### src/rtl/hwpe_ctrl_seq_div.sv
// Unsigned restoring divider, one quotient bit per cycle; operands captured at start.
// Latency: accept in cycle 0 -> valid_o in cycle NW+1 (cycle 1 for divisor zero with HWPE_CTRL_SEQ_DIV_ZERO_FAST_EN).
// Backpressure: ready_o low while BUSY; start_i is ignored then. Results stay until the next start or clear.
module hwpe_ctrl_seq_div #(
    parameter int unsigned NW = 16,
    parameter int unsigned DW = 16
) (
    input  logic          clk_i,
    input  logic          rst_i,
    input  logic          clear_i,
    input  logic          start_i,
    input  logic [NW-1:0] dividend_i,
    input  logic [DW-1:0] divisor_i,
    output logic          valid_o,
    output logic          ready_o,
    output logic [NW-1:0] quot_o,
    output logic [DW-1:0] rem_o,
    output logic          dz_o
);

    typedef enum logic [1:0] {IDLE, BUSY, DONE} state_e;

    localparam int unsigned CW = (NW > 1) ? $clog2(NW) : 1;

    state_e        state_q, state_d;
    logic [CW-1:0] cnt_q, cnt_d;
    logic [NW-1:0] q_q, q_d;
    logic [DW-1:0] pr_q, pr_d;
    logic [DW-1:0] div_q, div_d;
    logic          dz_q, dz_d;

    logic [DW:0]   pr_sh;
    logic [DW-1:0] pr_sub;
    logic          ge;

`ifdef HWPE_CTRL_SEQ_DIV_ZERO_FAST_EN
    localparam int unsigned MW = (NW > DW) ? NW : DW;
    logic [MW-1:0] dvd_wide;
    logic [DW-1:0] dvd_rem;

    // Dividend truncated or zero-extended to remainder width for the zero-divisor shortcut.
    always_comb begin
        dvd_wide = MW'(dividend_i);
        dvd_rem  = dvd_wide[DW-1:0];
    end
`endif

    // One restoring step: shift in next dividend bit, trial-subtract the divisor.
    // The true difference is below 2^DW whenever ge is set, so a DW-bit subtract suffices.
    always_comb begin
        pr_sh  = {pr_q, q_q[NW-1]};
        ge     = (pr_sh >= {1'b0, div_q});
        pr_sub = pr_sh[DW-1:0] - div_q;
    end

    // Next-state and datapath update for the IDLE/BUSY/DONE sequencer.
    always_comb begin
        state_d = state_q;
        cnt_d   = cnt_q;
        q_d     = q_q;
        pr_d    = pr_q;
        div_d   = div_q;
        dz_d    = dz_q;
        case (state_q)
            IDLE, DONE: begin
                if (start_i) begin
                    state_d = BUSY;
                    div_d   = divisor_i;
                    q_d     = dividend_i;
                    pr_d    = '0;
                    cnt_d   = '0;
                    dz_d    = (divisor_i == '0);
`ifdef HWPE_CTRL_SEQ_DIV_ZERO_FAST_EN
                    // Same values the full iteration would produce for a zero divisor.
                    if (divisor_i == '0) begin
                        state_d = DONE;
                        q_d     = '1;
                        pr_d    = dvd_rem;
                    end
`endif
                end
            end
            BUSY: begin
                pr_d = ge ? pr_sub : pr_sh[DW-1:0];
                q_d  = (q_q << 1) | NW'(ge);
                if (cnt_q == CW'(NW - 1)) begin
                    state_d = DONE;
                    cnt_d   = '0;
                end else begin
                    cnt_d = cnt_q + 1'b1;
                end
            end
            default: begin
                state_d = IDLE;
            end
        endcase
    end

    // State and datapath registers; reset and soft clear drop any in-flight result.
    always_ff @(posedge clk_i) begin
        if (rst_i || clear_i) begin
            state_q <= IDLE;
            cnt_q   <= '0;
            q_q     <= '0;
            pr_q    <= '0;
            div_q   <= '0;
            dz_q    <= 1'b0;
        end else begin
            state_q <= state_d;
            cnt_q   <= cnt_d;
            q_q     <= q_d;
            pr_q    <= pr_d;
            div_q   <= div_d;
            dz_q    <= dz_d;
        end
    end

    assign valid_o = (state_q == DONE);
    assign ready_o = (state_q != BUSY);
    assign quot_o  = q_q;
    assign rem_o   = pr_q;
    assign dz_o    = dz_q;

endmodule

### config.mk
export PLATFORM = sky130hd
export DESIGN_NAME = hwpe_ctrl_seq_div
export DESIGN_NICKNAME = d
export VERILOG_FILES = /design/src/rtl/hwpe_ctrl_seq_div.sv
export SDC_FILE = /design/constraint.sdc
export NUM_CORES = 1
export LEC_CHECK = 0
export ABC_CLOCK_PERIOD_IN_PS = 4100
export CORE_UTILIZATION = 35
export CTS_CLUSTER_DIAMETER = 100
export DETAILED_ROUTE_END_ITERATION = 10
export HOLD_SLACK_MARGIN = 0.02
export PLACE_DENSITY_LB_ADDON = 0.3
export SLEW_MARGIN = 20
export SYNTH_ARGS = -nofsm -noshare
export SYNTH_HDL_FRONTEND = slang
export SYNTH_SLANG_ARGS = --single-unit
### constraint.sdc
create_clock -name clk_i -period 4.1 [get_ports clk_i]
set_clock_uncertainty 0.15 [all_clocks]
set_input_delay 1.23 -clock clk_i [delete_from_list [all_inputs] [get_ports clk_i]]
set_output_delay 1.23 -clock clk_i [all_outputs]
set_load 0.05 [all_outputs]
; Yosys cells after proc, flatten, opt, wreduce, memory -nomap -nowiden
; Index checks and enable logic that the tools add are counted.
[word_totals]
reg_bits = 55
input_bits = 36
out_inout_bits = 35
elab_cells = 35
[classes]
add_sub_neg = 2
n_lt_le_gt_ge = 1
eq_ne = 6
muxes = 11
n_bitwise = 1
reduce_logical = 8
[ops]
columns = operator, n
row1 = $pmux 16 s2, 2
row2 = $mux 16, 3
row3 = $ge 17x16->1, 1
row4 = $logic_not 16->1, 1
row5 = $or 16x1->16, 1
row6 = $sub 16x16->16, 1
row7 = $mux 4, 2
row8 = $pmux 4 s2, 1
row9 = $reduce_and 2->1, 3
row10 = $add 4x1->4 const B, 1
row11 = $eq 4x4->1 const B, 1
row12 = $mux 2, 2
row13 = $ne 2x2->1 const B, 2
row14 = $pmux 2 s2, 1
row15 = $eq 2x1->1 const B, 1
row16 = $eq 2x2->1 const B, 1
row17 = $logic_not 2->1, 1
row18 = $ne 2x1->1 const B, 1
row19 = $reduce_bool 2->1, 1
row20 = $reduce_or 2->1, 1
row21 = $logic_or 1x1->1, 1

; Longest topological paths before layout
[logic_depth]
word_depth = 4
depth_mapped = 10
mapped_depth_nobuf = 9

; Least setup slack after synthesis
; Ideal clock, no wire load.
[synth_path]
path_type = register to output
from = register state_q[0]
to = output ready_o
arrival_ps = 1302
t_required_ps = 2720
setup_slack_ps = 1418
stages_incl_launch_ff = 5
n_path_buf = 2
cell_sequence = dfxtp_1 -> nor2b_1 -> clkbuf_2 -> inv_2 -> clkbuf_1
[synth_between]
elab_chain_len = 1
[synth_lines]
columns = element, line_no
row1 = start: declaration, 25  ; state_e state_q, state_d;
row2 = start signal: assignment, 109  ; state_q <= state_d;
row3 = $ne 2x1->1, 119  ; assign ready_o = (state_q != BUSY);
row4 = end: declaration, 15  ; output logic ready_o,
; Every way passes these cells.

; Worst setup path after layout
; Same ends and word-level chain as after synthesis.

==> metrics.yaml <==
clock.fmax_ghz: 0.314
grt_start_max_net_pins: 40
cts_tree: "yes"
clockBufferDepth: 2
start_kind: "register"
syn_nets: 480
ys_types: 56
irDropWorstVdd_v: 0.000145
routed_wl_um: 8520
cpMaxStageDelayCell: "clkdlybuf4s50_1"
leakage_nw: 1.60
fp.dieH_um: 98.7
finalHoldViolCount: 0
power_mw: 1.28
synthFlopType: "dfxtp_1"
syn_area_um2: 3270
critPathBufInv: 3
drc: 0
cp-end-kind: "output port"
cap_violations: 0
hpwl_um: 6470
viasPerCell: 5.41
die_area_um2: 9730
synth_seq_cells: 55
post_cts_buffers: 0
synth_edf_count: 0
setup_violations: 0
hold-path-endpoint: "div_q[8]"
finalCriticalPeriod_ps: 3190
outcome: "complete, no violations"
worst-setup-path-type: "reg2out"
avgRoutedWirePerCell_um: 14.3
area_growth_pct: 26.9
post-place-ws_ps: 1070
vias: 3219
worstHoldPathCells: 2
hp-class: "reg2reg"
htree_levels: 2
drive_above_1_share: 0.0657
worstReg2RegStart: "div_q[1]"
grt_pass1_wl_um: 14400
holdBufCountCts: 0
cp.required_ps: 2720
port_buffers: 70
crit_family: "buffers and inverters"
row_count: 34
cts.repair.resized: 0
gp_congestion: 0.866
num_io_pins: 71
root_buffer: "clkbuf_8"
clk_latency_ps: 320
ys_seq_area_frac: 0.337
path_cells: "nor2b_1, buf_4, inv_2, clkdlybuf4s50_1"
fin_crit_sh: 0.778
diodes: 0
drv_slew: 0
arrival_ps: 1810
cts_sinks: 55
critPathMaxStageDelay_ps: 800
worst_pin_slew_ps: 988
yosysWarnings: 0
ant_nets: 0
coreArea_um2: 8890
slew_headroom: 0.337
grt_overflow: 0
setup_slack_ps: 910
final_area_um2: 4150
antenna_found_initial: 0
dr.pass1.iters: 4
reg2reg_depth: 8
r2r_end: "rem_o[1]"
rsz0062_at_grt: "false"
cts_buffers: 5
placed_area_um2: 4050
initial_core_util: 0.368
synthArstFlopShare: 0
grt_pass1_vias: 3030
worstHoldStart: "div_q[8]"
avgSynthCellArea_um2: 7.68
crit_fanout: 8
die_w_um: 98.7
fin_setup_tns_ps: 0
drt_iter0_markers: 135
ff2ff_setup_slack_ps: 1280
synth_cells: 426
power_density_nw_per_um2: 308
final_nets: 540
clkSlewWorstSetupHoldPaths_ps: 100
whs_ps: 311
grt_use_total: 0.179
==> worst register-to-register path: stages (launching register included) <==
cell and delay (ps):
dfxtp_1 400, inv_1 60, ha_1 280, nor2b_1 140, o2111ai_1 290, a21oi_2 170, o21ai_1 790, nand3_1 170
a32o_1 280
==> where the power goes <==
group,internal (mW),switching (mW),leakage [nW]
combinational,0.147,0.237,1.10
clock,0.130,0.202,0.0511
sequential,0.550,0.0131,0.446
==> routing by layer <==
metal | track usage | vias to the layer above | wire length [um]
met4 | 0.0264 | 0 | 54
met5 | 0 | - | 0
met1 | 0.240 | 1483 | 3970
li1 | - | 1647 | -
met2 | 0.298 | 81 | 3980
met3 | 0.0447 | 8 | 524
==> worst max-delay path by stage <==
stage,start,to,slack (ps),cells past startpoint
floorplan,state_q[0],ready_o,1420,4
finish,state_q[0],ready_o,910,4
CTS,state_q[0],ready_o,890,4
global placement,clear_i,rem_o[12],1120,6
detailed placement,clear_i,rem_o[11],1070,6
global route,state_q[0],ready_o,810,4
==> registers in the layout, summed over array words and instances, names as in the netlist <==
signal   count
rem_o       16
state_q      2
div_q       16
quot_o      16
dz_o         1
cnt_q        4
==> final cells by class <==
type	instances	area, um2
tap	108	135
timing repair buffer	78	761
clock inverter	3	28.8
inverter	22	82.6
multi-input combinational	324	1970
fill	891	4740
clock buffer	5	68.8
sequential	55	1100
==> synthesized netlist by cell type, types with 4 or more instances <==
cell type | instances | share of area
o211ai_1 | 9 | 0.021
a21oi_1 | 32 | 0.049
and3_1 | 4 | 0.0076
nor2b_1 | 5 | 0.0096
xor2_1 | 6 | 0.016
o2111ai_1 | 4 | 0.011
nor3_1 | 5 | 0.0076
nor4_1 | 7 | 0.013
nand3_1 | 12 | 0.018
o21ai_0 | 11 | 0.017
dfxtp_1 | 55 | 0.34
nand4_1 | 12 | 0.023
ha_1 | 17 | 0.065
nand2_1 | 83 | 0.095
a32o_1 | 4 | 0.012
or3_1 | 4 | 0.0076
clkbuf_1 | 17 | 0.020
inv_1 | 21 | 0.024
o21ai_1 | 7 | 0.011
and2_1 | 4 | 0.0076
nor2_1 | 37 | 0.042
a311oi_1 | 15 | 0.040
==> kinds of logic after synthesis <==
kind of cell / Yosys count / share of synthesized area
fa+ha+maj: 18 / 0.0712
compound gates: 110 / 0.240
simple gates: 185 / 0.261
xor+xnor: 9 / 0.0241
flops: 55 / 0.337
mux: 2 / 0.00612
buf+inv: 47 / 0.0612
==> per-stage QoR <==
stage,utilization,std cells
after CTS,0.467,595
after floorplan,-,426
after global placement,0.456,587
after detailed placement,0.456,587
after global routing,0.467,595
final,0.467,595
==> layout by cell type, fill, tap and decap left out, types with 4 or more instances in the layout <==
cell type	count
a21oi_1	32
a311oi_1	15
a32o_1	4
and2_1	4
and3_1	4
buf_4	8
clkbuf_8	5
clkdlybuf4s50_1	70
dfxtp_1	55
ha_1	17
inv_1	21
nand2_1	83
nand3_1	12
nand4_1	12
nor2_1	36
nor2b_1	5
nor3_1	5
nor4_1	7
o2111ai_1	4
o211ai_1	9
o21ai_0	11
o21ai_1	7
or3_1	4
xor2_1	6
No activity file was read; power rests on OpenSTA's default activity.
